**config.mk**
```make
export PLATFORM = sky130hd
export DESIGN_NAME = tt_mux_pg_flat
export DESIGN_NICKNAME = d
export VERILOG_FILES = /design/src/rtl/tt_mux_pg_if.sv /design/src/rtl/tt_mux_pg.sv /design/src/flat_wrapper.sv
export SDC_FILE = /design/constraint.sdc
export NUM_CORES = 1
export LEC_CHECK = 0
export CAP_MARGIN = 10
export CELL_PAD_IN_SITES_DETAIL_PLACEMENT = 1
export CELL_PAD_IN_SITES_GLOBAL_PLACEMENT = 1
export CORE_AREA = 2 2 309 311
export CTS_CLUSTER_DIAMETER = 30
export CTS_CLUSTER_SIZE = 10
export DETAILED_ROUTE_END_ITERATION = 10
export DIE_AREA = 0 0 311 313
export PLACE_DENSITY_LB_ADDON = 0.1
export SYNTH_ARGS = -nofsm -noshare
export SYNTH_HDL_FRONTEND = slang
export SYNTH_SLANG_ARGS = --single-unit
```
**constraint.sdc**
```tcl
create_clock -name clk -period 13 [get_ports clk]
set_input_delay 2.6 -clock clk [delete_from_list [all_inputs] [get_ports clk]]
set_output_delay 2.6 -clock clk [all_outputs]
set_load 0.1 [all_outputs]
```
**src/rtl/tt_mux_pg_if.sv**
```systemverilog
// Spine and user-module buses of one power-gated row-mux branch.
// slave is the mux side; master is the spine / user-module side.
interface tt_mux_pg_if #(
   parameter int N_UM = 16,
   parameter int N_IO = 8,
   parameter int N_O  = 8,
   parameter int N_I  = 10
);
   localparam int U_OW = N_O + 2 * N_IO;
   localparam int U_IW = N_I + N_IO;
   localparam int S_OW = U_OW + 2;
   localparam int S_IW = U_IW + 12;

   logic [U_OW*N_UM-1:0] um_ow;
   logic [U_IW*N_UM-1:0] um_iw;
   logic [N_UM-1:0]      um_ena;
   logic [N_UM-1:0]      um_pg_ena;
   logic [N_UM-1:0]      um_k_zero;
   logic [S_OW-1:0]      spine_ow;
   logic [S_IW-1:0]      spine_iw;

   modport slave (
      input  um_ow,
      input  spine_iw,
      output um_iw,
      output um_ena,
      output um_pg_ena,
      output um_k_zero,
      output spine_ow
   );

   modport master (
      output um_ow,
      output spine_iw,
      input  um_iw,
      input  um_ena,
      input  um_pg_ena,
      input  um_k_zero,
      input  spine_ow
   );
endinterface

```
**src/rtl/tt_mux_pg.sv**
```systemverilog
// Power-gated row mux: decodes the spine select, sequences power-up,
// enable, isolation and power-down of one user module at a time.
module tt_mux_pg #(
   parameter int N_UM    = 16,
   parameter int N_IO    = 8,
   parameter int N_O     = 8,
   parameter int N_I     = 10,
   parameter int PG_DLY  = 8,
   parameter int DIS_DLY = 2
) (
   input  logic              clk,
   input  logic              rst,
   tt_mux_pg_if.slave        bus,
   input  logic [3:0]        addr,
   output logic              busy,
   output logic              k_zero,
   output logic              k_one
);
   localparam int U_OW = N_O + 2 * N_IO;
   localparam int U_IW = N_I + N_IO;
   localparam int S_IW = U_IW + 12;

   localparam logic [5:0] NUM6     = 6'(N_UM);
   localparam logic [7:0] PG_LAST  = 8'(PG_DLY - 1);
   localparam logic [7:0] DIS_LAST = 8'(DIS_DLY - 1);

   typedef enum logic [1:0] {
      IDLE,
      PWR_UP,
      ACTIVE,
      PWR_DN
   } state_t;

   logic            si_ena;
   logic [8:0]      si_sel;
   logic [U_IW-1:0] si_usr;
   logic            unused_guard;

   assign si_ena = bus.spine_iw[1];
   assign si_sel = bus.spine_iw[10:2];
   assign si_usr = bus.spine_iw[11 +: U_IW];
   // Spine guard bits carry no information.
   assign unused_guard = ^{bus.spine_iw[0], bus.spine_iw[S_IW-1]};

   logic                 req_v_q, req_v_d;
   logic [4:0]           req_t_q, req_t_d;
   state_t               state_q, state_d;
   logic [4:0]           cur_q, cur_d;
   logic [7:0]           cnt_q, cnt_d;
   logic [N_UM-1:0]      ena_q, ena_d;
   logic [N_UM-1:0]      pg_q, pg_d;
   logic [U_IW*N_UM-1:0] iw_q, iw_d;
   logic [U_OW-1:0]      so_q, so_d;
   logic                 busy_q, busy_d;

   always_comb begin
      req_t_d = si_sel[4:0];
      req_v_d = si_ena
             && (si_sel[8:5] == addr)
             && ({1'b0, si_sel[4:0]} < NUM6);
   end

   always_comb begin
      state_d = state_q;
      cur_d   = cur_q;
      cnt_d   = cnt_q;
      unique case (state_q)
         IDLE: begin
            if (req_v_q) begin
               state_d = PWR_UP;
               cur_d   = req_t_q;
               cnt_d   = '0;
            end
         end
         PWR_UP: begin
            if (!req_v_q) begin
               state_d = IDLE;
               cnt_d   = '0;
            end else if (req_t_q != cur_q) begin
               cur_d = req_t_q;
               cnt_d = '0;
            end else if (cnt_q == PG_LAST) begin
               state_d = ACTIVE;
               cnt_d   = '0;
            end else begin
               cnt_d = cnt_q + 8'd1;
            end
         end
         ACTIVE: begin
            if (!req_v_q || (req_t_q != cur_q)) begin
               state_d = PWR_DN;
               cnt_d   = '0;
            end
         end
         PWR_DN: begin
            // Pending requests wait until the hold time has elapsed.
            if (cnt_q == DIS_LAST) begin
               cnt_d = '0;
               if (req_v_q) begin
                  state_d = PWR_UP;
                  cur_d   = req_t_q;
               end else begin
                  state_d = IDLE;
               end
            end else begin
               cnt_d = cnt_q + 8'd1;
            end
         end
         default: begin
            state_d = IDLE;
            cnt_d   = '0;
         end
      endcase
   end

   always_comb begin
      pg_d   = '0;
      ena_d  = '0;
      iw_d   = '0;
      so_d   = '0;
      busy_d = (state_d == PWR_UP) || (state_d == PWR_DN);
      for (int i = 0; i < N_UM; i++) begin
         if (cur_d == 5'(i)) begin
            pg_d[i]  = (state_d != IDLE);
            ena_d[i] = (state_d == ACTIVE);
            if (state_d == ACTIVE) begin
               iw_d[U_IW*i +: U_IW] = si_usr;
            end
         end
         // Outward data only while the module stays enabled.
         if ((cur_q == 5'(i)) && (state_q == ACTIVE)
             && (state_d == ACTIVE)) begin
            so_d = bus.um_ow[U_OW*i +: U_OW];
         end
      end
   end

   always_ff @(posedge clk or posedge rst) begin
      if (rst) begin
         req_v_q <= 1'b0;
         req_t_q <= '0;
         state_q <= IDLE;
         cur_q   <= '0;
         cnt_q   <= '0;
         ena_q   <= '0;
         pg_q    <= '0;
         iw_q    <= '0;
         so_q    <= '0;
         busy_q  <= 1'b0;
      end else begin
         req_v_q <= req_v_d;
         req_t_q <= req_t_d;
         state_q <= state_d;
         cur_q   <= cur_d;
         cnt_q   <= cnt_d;
         ena_q   <= ena_d;
         pg_q    <= pg_d;
         iw_q    <= iw_d;
         so_q    <= so_d;
         busy_q  <= busy_d;
      end
   end

   assign bus.um_ena    = ena_q;
   assign bus.um_pg_ena = pg_q;
   assign bus.um_iw     = iw_q;
   assign bus.um_k_zero = '0;
   assign bus.spine_ow  = {1'b0, so_q, 1'b0};
   assign busy          = busy_q;
   assign k_zero        = 1'b0;
   assign k_one         = 1'b1;
endmodule
```
**src/flat_wrapper.sv**
```systemverilog
// flat-port wrapper written by rule: the top's interface ports become plain ports
module tt_mux_pg_flat 
#(
   parameter int N_UM    = 16,
   parameter int N_IO    = 8,
   parameter int N_O     = 8,
   parameter int N_I     = 10,
   parameter int PG_DLY  = 8,
   parameter int DIS_DLY = 2
)
  (clk, rst, addr, busy, k_zero, k_one, bus_um_ow, bus_spine_iw, bus_um_iw, bus_um_ena, bus_um_pg_ena, bus_um_k_zero, bus_spine_ow);
  tt_mux_pg_if #(.N_UM(N_UM), .N_IO(N_IO), .N_O(N_O), .N_I(N_I)) bus_i ();
  input  logic clk;
  input  logic rst;
  input  logic [3:0] addr;
  output logic busy;
  output logic k_zero;
  output logic k_one;
  input wire logic [$bits(bus_i.um_ow)-1:0] bus_um_ow;
  input wire logic [$bits(bus_i.spine_iw)-1:0] bus_spine_iw;
  output wire logic [$bits(bus_i.um_iw)-1:0] bus_um_iw;
  output wire logic [$bits(bus_i.um_ena)-1:0] bus_um_ena;
  output wire logic [$bits(bus_i.um_pg_ena)-1:0] bus_um_pg_ena;
  output wire logic [$bits(bus_i.um_k_zero)-1:0] bus_um_k_zero;
  output wire logic [$bits(bus_i.spine_ow)-1:0] bus_spine_ow;
  assign bus_i.um_ow = bus_um_ow;
  assign bus_i.spine_iw = bus_spine_iw;
  assign bus_um_iw = bus_i.um_iw;
  assign bus_um_ena = bus_i.um_ena;
  assign bus_um_pg_ena = bus_i.um_pg_ena;
  assign bus_um_k_zero = bus_i.um_k_zero;
  assign bus_spine_ow = bus_i.spine_ow;
  tt_mux_pg #(.N_UM(N_UM), .N_IO(N_IO), .N_O(N_O), .N_I(N_I), .PG_DLY(PG_DLY), .DIS_DLY(DIS_DLY)) u_core (.clk(clk), .rst(rst), .bus(bus_i), .addr(addr), .busy(busy), .k_zero(k_zero), .k_one(k_one));
endmodule
```
# Yosys cells after proc, flatten, opt, wreduce, memory -nomap -nowiden
# Cells that the tools add are included.
# word_totals
ff_bits	366
out_inout_bits	365
elab_cells	181
# classes
n_addsub	1
magnitude_cmp	1
eq_ne	42
muxes	85
n_reduce_logical	42
# ops
operator	n
24-bit two-way mux	16
18-bit two-way mux	17
5-bit by 4-bit == test with 1-bit output (second input constant)	16
8-bit two-way mux	6
5-bit by 3-bit == test with 1-bit output (second input constant)	8
1-bit logical AND	34
1-bit two-way mux	33
8-bit one-hot mux with 4 select lines	1
5-bit by 2-bit == test with 1-bit output (second input constant)	4
5-bit two-way mux	4
5-bit one-hot mux with 3 select lines	1
2-bit two-way mux	6
5-bit by 1-bit == test with 1-bit output (second input constant)	2
5-bit logical NOT	2
8-bit by 1-bit adder with 8-bit output (second input constant)	1
2-bit == test (second input constant)	4
8-bit by 1-bit == test with 1-bit output (second input constant)	1
8-bit by 3-bit == test with 1-bit output (second input constant)	1
2-bit one-hot mux with 4 select lines	1
5-bit less-than comparator (second input constant)	1
5-bit != test	1
2-bit by 1-bit == test with 1-bit output (second input constant)	2
4-bit == test	1
2-bit by 1-bit != test with 1-bit output (second input constant)	2
5 further kinds	6

# Depth between registers and ports, before layout
# Gate-level depths: netlist (run 1).
# depth
depth_word	23
depth_mapped	12

# Worst setup path before layout (run 1)
# OpenSTA, ideal clock, no wires.
# synth_path
path_type	input-to-reg
startpoint	input bus_um_ow[95]
endpoint	register u_core.so_q[23]
setup_ps	129
arrival_time_ps	3575
t_required_ps	12871
path_slack_ps	9296
path_stages	4
n_path_buf	0
path_cell_list	mux4_2 a22oi_1 a2111oi_0 a2111o_1
# synth_between
elab_chain_cells	13
# synth_rtl
element	line	rtl
from (decl)	flat_wrapper.sv:19	input wire logic [$bits(bus_i.um_ow)-1:0] bus_um_ow;
24-bit two-way mux (13 in series)	tt_mux_pg.sv:131	if ((cur_q == 5'(i)) && (state_q == ACTIVE)
net u_core.so_d[23]	tt_mux_pg.sv:53	logic [U_OW-1:0] so_q, so_d;
to (signal assigned)	tt_mux_pg.sv:148	so_q <= '0;
to (signal assigned)	tt_mux_pg.sv:159	so_q <= so_d;
to (decl)	tt_mux_pg.sv:53	
# The timed path passes the listed nets, and every way through them passes these cells.
# A chain may end at the register's enable or synchronous reset.

# Worst setup path in the final report (run 1)
# layout_path
startpoint	register u_core.so_q[6]
endpoint	output bus_spine_ow[7]
# layout_lines
element	line	rtl
to (decl)	flat_wrapper.sv:25	output wire logic [$bits(bus_i.spine_ow)-1:0] bus_spine_ow;
# No word-level cell between the ends.

==> results of run 1 <==
power by group:
part / internal (W) / total (W) / switching, W
combinational: 0.000274 / 0.000786 / 0.000513
sequential: 0.00115 / 0.00120 / 0.0000467
clock: 0.00178 / 0.00253 / 0.000749
per-layer routing:
metal,routed length [um],global-route usage
met5,139,0
met3,7860,0.0672
met2,50600,0.355
met4,2760,0.0724
met1,38400,0.224
synthesized netlist by cell type, types with 3 or more instances:
library cell / count / area [sq um]
sky130_fd_sc_hd__nor2_1: 392 / 1470
sky130_fd_sc_hd__dfrtp_1: 366 / 9160
sky130_fd_sc_hd__nand2_1: 71 / 267
sky130_fd_sc_hd__a21oi_1: 62 / 310
sky130_fd_sc_hd__mux2i_1: 57 / 571
sky130_fd_sc_hd__nand3_1: 56 / 280
sky130_fd_sc_hd__o21ai_0: 54 / 270
sky130_fd_sc_hd__clkbuf_1: 46 / 173
sky130_fd_sc_hd__o22ai_1: 41 / 257
sky130_fd_sc_hd__buf_4: 26 / 195
sky130_fd_sc_hd__buf_2: 21 / 105
sky130_fd_sc_hd__buf_6: 18 / 203
sky130_fd_sc_hd__inv_1: 17 / 63.8
sky130_fd_sc_hd__nor3_1: 17 / 85.1
sky130_fd_sc_hd__mux4_2: 16 / 360
sky130_fd_sc_hd__nor2b_1: 15 / 93.8
sky130_fd_sc_hd__a22oi_1: 14 / 105
sky130_fd_sc_hd__buf_1: 14 / 52.6
sky130_fd_sc_hd__o221ai_1: 14 / 123
sky130_fd_sc_hd__a211oi_1: 12 / 90.1
sky130_fd_sc_hd__and3_1: 10 / 62.6
sky130_fd_sc_hd__a22o_1: 9 / 78.8
sky130_fd_sc_hd__mux2_2: 9 / 101
sky130_fd_sc_hd__o211ai_1: 9 / 67.6
sky130_fd_sc_hd__a221oi_1: 8 / 70.1
sky130_fd_sc_hd__nand2b_1: 8 / 50.1
sky130_fd_sc_hd__a21o_1: 6 / 45.0
sky130_fd_sc_hd__a2111oi_0: 5 / 43.8
sky130_fd_sc_hd__a222oi_1: 5 / 50.1
sky130_fd_sc_hd__or2_2: 5 / 31.3
sky130_fd_sc_hd__xnor2_1: 5 / 43.8
sky130_fd_sc_hd__a221o_1: 4 / 40.0
sky130_fd_sc_hd__a311oi_1: 4 / 35.0
sky130_fd_sc_hd__a31oi_1: 4 / 25.0
sky130_fd_sc_hd__o31ai_1: 4 / 30.0
sky130_fd_sc_hd__or3_1: 4 / 25.0
sky130_fd_sc_hd__or4_1: 4 / 30.0
sky130_fd_sc_hd__inv_2: 3 / 11.3
sky130_fd_sc_hd__o2111ai_1: 3 / 26.3
sky130_fd_sc_hd__o21a_1: 3 / 22.5
sky130_fd_sc_hd__xor2_1: 3 / 26.3
cell usage in the layout, fill, tap and decap left out, types with 9 or more instances in the layout:
cell and n:
sky130_fd_sc_hd__o221ai_1 14, sky130_fd_sc_hd__clkbuf_8 9, sky130_fd_sc_hd__o21ai_0 54, sky130_fd_sc_hd__and3_1 9, sky130_fd_sc_hd__mux4_2 16, sky130_fd_sc_hd__mux2_2 9
sky130_fd_sc_hd__clkbuf_16 93, sky130_fd_sc_hd__clkbuf_1 15, sky130_fd_sc_hd__o22ai_1 41, sky130_fd_sc_hd__nor2_1 391, sky130_fd_sc_hd__clkdlybuf4s50_1 757, sky130_fd_sc_hd__inv_1 16
sky130_fd_sc_hd__dfrtp_1 364, sky130_fd_sc_hd__diode_2 14, sky130_fd_sc_hd__nor3_1 13, sky130_fd_sc_hd__conb_1 20, sky130_fd_sc_hd__o211ai_1 9, sky130_fd_sc_hd__nor2b_1 13
sky130_fd_sc_hd__buf_4 38, sky130_fd_sc_hd__mux2i_1 57, sky130_fd_sc_hd__a22oi_1 14, sky130_fd_sc_hd__bufinv_16 21, sky130_fd_sc_hd__clkinvlp_4 10, sky130_fd_sc_hd__nand2_1 63
sky130_fd_sc_hd__nand2_2 9, sky130_fd_sc_hd__clkinv_2 15, sky130_fd_sc_hd__a211oi_1 12, sky130_fd_sc_hd__nand3_1 56, sky130_fd_sc_hd__a22o_1 9, sky130_fd_sc_hd__a21oi_1 62
worst paths after layout:
check / cells after the start / start / slack [ns] / end
worst max-delay path: 1 / u_core.so_q[6]$_DFF_PP0_ / 8.18 / bus_spine_ow[7]
worst min-delay path: 1 / u_core.cnt_q[7]$_DFFE_PP0P_ / 0.48 / u_core.cnt_q[7]$_DFFE_PP0P_
worst max register to register: 7 / u_core.cur_q[2]$_DFF_PP0_ / 8.88 / u_core.so_q[7]$_DFF_PP0_
worst min register to register: 1 / u_core.cnt_q[7]$_DFFE_PP0P_ / 0.48 / u_core.cnt_q[7]$_DFFE_PP0P_
max in group asynchronous: 4 / rst / 8.29 / u_core.bus.um_iw[56]$_DFF_PP0_
min in group asynchronous: 2 / rst / 2.51 / u_core.bus.um_iw[173]$_DFF_PP0_
cells by family after synthesis:
kind of cell / count (synthesis) / share of synthesized area
compound gates: 285 / 0.124
simple gates: 601 / 0.165
buf+inv: 146 / 0.0516
xor+xnor: 8 / 0.00447
mux: 85 / 0.0687
fa+ha+maj: 2 / 0.00160
other cells: 2 / 0.000479
flops: 366 / 0.585
metrics by stage:
step	setup slack, ns	hold WS, ns	utilization	instance area (sq um)
6_report	8.18	0.484	0.298	28100
5_1_grt	7.90	0.523	0.298	28000
4_1_cts	8.13	0.488	0.298	28000
3_5_place_dp	7.44	0.474	0.261	24500
3_3_place_gp	7.51	0.477	0.261	24500
2_1_floorplan	0.240	0.446	-	15700
sequential cells by signal, summed over array words and instances, names as in the netlist:
name / cells
u_core.bus.um_iw: 288
u_core.so_q: 24
u_core.bus.um_ena: 16
u_core.bus.um_pg_ena: 16
u_core.cnt_q: 8
u_core.cur_q: 5
u_core.req_t_q: 5
u_core.state_q: 2
u_core.busy: 1
u_core.req_v_q: 1
cell type report:
type	count	area, sq um
diodes	14	35.0
clock buffers	117	2510
clock inverters	55	975
fillers	10600	66100
inverters	20	82.6
multi-input cells	1001	5840
flip-flops and latches	366	9170
well taps	1265	1580
repair buffers	795	7860
==> impl_metrics.json, run 1 <==
{
  "critical_path.n_buffers_inverters": 1,
  "ioPinCount": 785,
  "timing.final.hold_violations": 0,
  "floorplan.die_area_sq_um": 97300,
  "clock_tree.buffer_depth": 3,
  "rsz0062_at_grt": "false",
  "max_slew.worst_pin.slew_ns": 1.20,
  "clock_tree.root_cell": "sky130_fd_sc_hd__clkbuf_16",
  "cts.reportedPaths.clkPinSlew_ns": 0.04,
  "core_region_area_sq_um": 94200,
  "numCtsBuffers": 93,
  "place_hpwl_mm": 77.1,
  "maxSlewHeadroom": 0.199,
  "gp_routability_congestion": 0.851,
  "post_drt_via_cell_ratio": 4.17,
  "grt_usage": 0.201,
  "sequential_share_of_the_synthesized_area": 0.585,
  "power.density_nw_per_um2": 161,
  "cts_max_level": 3,
  "max_cap_violations": 0,
  "port-buffer-count": 762,
  "initial_utilization": 0.166,
  "yosysWarningCount": 0,
  "number_of_flops_mapped_to_enable_cells_by_yosys": 0,
  "irDropWorstVdd_v": 0.000112,
  "final.min_clock_period_ns": 4.82,
  "total_number_of_vias": 15200,
  "drtIter0Drc": 683,
  "nature_of_the_critical_path_startpoint": "register",
  "detail_route.wirelength_mm": 99.8,
  "grt-ovfl-total": 0,
  "worst_path_max_delay_cell": "sky130_fd_sc_hd__clkdlybuf4s50_1",
  "clock_latency_ns": 0.63,
  "critical_path.cell_chain": "clkdlybuf4s50_1",
  "worst_setup_path_end_kind": "primary output",
  "synth.cell_area_sq_um": 15700,
  "sinks_on_the_clock_net": 366,
  "setup_total_negative_slack_ns": 0,
  "cts.repair.resized": 0,
  "cts_setup_buffers": 0,
  "post_cts_hold_buffer_count": 0,
  "average_instance_area_after_synthesis_sq_um": 10.5,
  "hold_path_class": "reg2reg",
  "drt_pre_antenna_iters": 6,
  "finalNetCount": 2699,
  "power_leakage_nw": 11.5,
  "cts_tree": "done",
  "synthArstFlopShare": 1.00,
  "die_x_um": 311,
  "largest_fanout_on_the_critical_path": 1,
  "maximum_number_of_pins_on_one_net_before_global_route_repair": 111,
  "flip_flop_and_latch_count_after_synthesis": 366,
  "worst_path_dominant_cell_family": "buffers and inverters",
  "final-setup-viol-count": 0,
  "layout_worst_path_cycle_share": 0.371,
  "run_status": "completed",
  "site_row_count": 113,
  "final_cell_count_no_fill": 3633,
  "antenna_violation_net_count_after_detailed_routing": 0,
  "distinct_cell_type_count_after_synthesis": 79,
  "placed_cells_incl_taps": 3447,
  "syn-instance-count": 1495,
  "remaining_drc_errors": 0,
  "drt-wirelength-per-cell_um": 27.5,
  "final_layout_size_suffix_gt1_frac": 0.113,
  "die-height_um": 313,
  "worst-endpoint-arrival_ns": 2.22,
  "setup.worst_path.class": "reg2out",
  "critical-path-max-stage-delay_ns": 1.27,
  "global_route_wire_length_before_repair_mm": 138,
  "layout-area-overhead-vs-synth_pct": 79.0,
  "cp_data_required_time_ns": 10.40,
  "ys.flop_type": "sky130_fd_sc_hd__dfrtp_1",
  "skew_ns": 0.0602,
  "via_count_of_the_first_global_routing_pass": 16900,
  "grt_antenna_before_repair": 26,
  "timing_max_transition_violations_final": 0,
  "clock.fmax_mhz": 207,
  "total_power_w": 0.00452
}
Power figures use the tool's default switching activity.
==> run 2: changes to the inputs <==
--- a/config.mk
+++ b/config.mk
@@ -8,11 +8,11 @@
 export CAP_MARGIN = 10
 export CELL_PAD_IN_SITES_DETAIL_PLACEMENT = 1
 export CELL_PAD_IN_SITES_GLOBAL_PLACEMENT = 1
-export CORE_AREA = 2 2 309 311
+export CORE_AREA = 2 2 302 304
 export CTS_CLUSTER_DIAMETER = 30
 export CTS_CLUSTER_SIZE = 10
 export DETAILED_ROUTE_END_ITERATION = 10
-export DIE_AREA = 0 0 311 313
+export DIE_AREA = 0 0 304 306
 export PLACE_DENSITY_LB_ADDON = 0.1
 export SYNTH_ARGS = -nofsm -noshare
 export SYNTH_HDL_FRONTEND = slang
==> constraint.sdc (replaced) <==
create_clock -name clk -period 4.5 [get_ports clk]
set_input_delay 0.9 -clock clk [delete_from_list [all_inputs] [get_ports clk]]
set_output_delay 0.9 -clock clk [all_outputs]
set_load 0.1 [all_outputs]
==> run 2 against run 1 <==
  * Register-to-register slack got worse by 8.0 ns
  * Sequential share of layout area decreased by 0.16 points
  * Wire length down 2.0%
  * Highest routed layer unchanged
  * Sequential power grew to 2.8 times the previous value
  * Largest cell class unchanged
==> impl_metrics.json, run 2 (synthesis gave the netlist of run 1 again) <==
{
  "worst-endpoint-arrival_ns": 4.13,
  "irDropWorstVdd_v": 0.000278,
  "clock_latency_ns": 0.64,
  "ioPinCount": 785,
  "final-setup-viol-count": 0,
  "core_region_area_sq_um": 89600,
  "mostFrequentLayoutCell": "sky130_fd_sc_hd__clkdlybuf4s50_1",
  "final_cell_area_sq_um": 28200,
  "gp_routability_congestion": 0.846,
  "max_slew.worst_pin.slew_ns": 1.19,
  "cts_max_level": 3,
  "cts_setup_buffers": 0,
  "setup_total_negative_slack_ns": 0,
  "largest_fanout_on_the_critical_path": 30,
  "layout_worst_path_cycle_share": 0.796,
  "placed_cells_incl_taps": 3375,
  "n_fill_cell": 9947,
  "floorplan.die_area_sq_um": 93000,
  "area.sequential_sq_um": 9170,
  "layout-area-overhead-vs-synth_pct": 79.9,
  "total_number_of_vias": 15200,
  "timing_max_transition_violations_final": 0,
  "die-height_um": 306,
  "grt_antenna_before_repair": 31,
  "sinks_on_the_clock_net": 366,
  "hold_path_class": "reg2reg",
  "maxSlewHeadroom": 0.206,
  "worst_path_max_delay_cell": "sky130_fd_sc_hd__a2111oi_0",
  "via_count_of_the_first_global_routing_pass": 17000,
  "detail_route.wirelength_mm": 97.8,
  "grt_usage": 0.206,
  "cp_data_required_time_ns": 5.05,
  "skew_ns": 0.0553,
  "setup.worst_path.class": "reg2reg",
  "global_route_wire_length_before_repair_mm": 136,
  "post_drt_via_cell_ratio": 4.25,
  "cts.repair.resized": 0,
  "timing.final.hold_violations": 0,
  "remaining_drc_errors": 0,
  "cts.reportedPaths.clkPinSlew_ns": 0.04,
  "site_row_count": 110,
  "drt_pre_antenna_iters": 5,
  "power_leakage_nw": 11.7,
  "die_x_um": 304,
  "clock_tree.root_cell": "sky130_fd_sc_hd__clkbuf_16",
  "mostFrequentLayoutCells": "sky130_fd_sc_hd__clkdlybuf4s50_1 (760), sky130_fd_sc_hd__nor2_1 (391), sky130_fd_sc_hd__dfrtp_1 (364), sky130_fd_sc_hd__clkbuf_16 (100), sky130_fd_sc_hd__nand2_1 (63)",
  "multi_input_area_sq_um": 5840,
  "grt-ovfl-total": 0,
  "final.min_clock_period_ns": 3.58,
  "post_cts_hold_buffer_count": 0,
  "maximum_number_of_pins_on_one_net_before_global_route_repair": 109,
  "total_power_w": 0.0130,
  "run_status": "completed",
  "critical_path.cell_chain": "xor2_1 -> nor3_1 -> nand3_1 -> buf_4 -> nor2_1 -> a2111oi_0 -> a2111oi_0 -> buf_4 -> a2111o_1",
  "power.density_nw_per_um2": 462,
  "antenna_violation_net_count_after_detailed_routing": 0,
  "clock_tree.buffer_depth": 3,
  "initial_utilization": 0.175,
  "finalNetCount": 2722,
  "cts_tree": "done",
  "critical-path-max-stage-delay_ns": 0.75,
  "final_layout_size_suffix_gt1_frac": 0.124,
  "placed_cell_area_sq_um": 24600,
  "clock.fmax_mhz": 279,
  "final_cell_count_no_fill": 3578,
  "port-buffer-count": 762,
  "drtIter0Drc": 814,
  "drt-wirelength-per-cell_um": 27.3,
  "max_cap_violations": 0,
  "numCtsBuffers": 99,
  "place_hpwl_mm": 76.5,
  "flip_flop_count_of_the_largest_register_after_layout": 288,
  "nature_of_the_critical_path_startpoint": "register",
  "rsz0062_at_grt": "false",
  "worst_setup_path_end_kind": "register"
}
## run 2: path summary, 6_finish.rpt
kind,depth (start not counted),start,slack (ns),endpoint
min in group asynchronous,2,rst,0.74,u_core.bus.um_iw[192]$_DFF_PP0_
max reg2reg,9,u_core.cur_q[0]$_DFF_PP0_,0.92,u_core.so_q[23]$_DFF_PP0_
max in group asynchronous,3,rst,2.70,u_core.so_q[19]$_DFF_PP0_
min,1,u_core.cnt_q[7]$_DFFE_PP0P_,0.49,u_core.cnt_q[7]$_DFFE_PP0P_
max,9,u_core.cur_q[0]$_DFF_PP0_,0.92,u_core.so_q[23]$_DFF_PP0_
min reg2reg,1,u_core.cnt_q[7]$_DFFE_PP0P_,0.49,u_core.cnt_q[7]$_DFFE_PP0P_
## run 2: worst max-delay path, delay by kind of cell, from the launching register on
kind | cells | cell delay, ns
xor gates and xnor gates | 1 | 0.22
buffers and inverters | 2 | 0.54
AOI/OAI and AO/OA | 3 | 1.02
DFF | 1 | 0.64
and+or+nand+nor | 3 | 1.06
## run 2: cell type report
cell class | count | area share
antenna | 17 | 0.00151
clock buffer | 140 | 0.103
tap | 1176 | 0.0522
sequential | 366 | 0.325
timing repair buffer | 812 | 0.286
clock inverter | 46 | 0.0216
inverter | 20 | 0.00280
multi-input combinational | 1001 | 0.207
## run 2: routing by layer
metal  GRT usage  part of all wire
met1       0.228              0.39
met2       0.371              0.52
met3      0.0574             0.062
met4      0.0850             0.028
met5           0            0.0010
## run 2: report_power, final
| group | internal (W) | total (W) | leakage (nW) | switching [W] |
|---|---|---|---|---|
| Clock | 0.00506 | 0.00724 | 1.72 | 0.00219 |
| Sequential | 0.00333 | 0.00339 | 5.09 | 0.0000615 |
| Combinational | 0.000836 | 0.00240 | 4.86 | 0.00156 |
## run 2: stage by stage
step | setup WS [ns] | hold slack (ns) | util
finish | 0.918 | 0.493 | 0.315
global route | 0.777 | 0.527 | 0.315
CTS | 0.916 | 0.500 | 0.314
detailed placement | 0.929 | 0.487 | 0.275
global placement | 0.994 | 0.469 | 0.275
floorplan | -1.31 | 0.446 | -
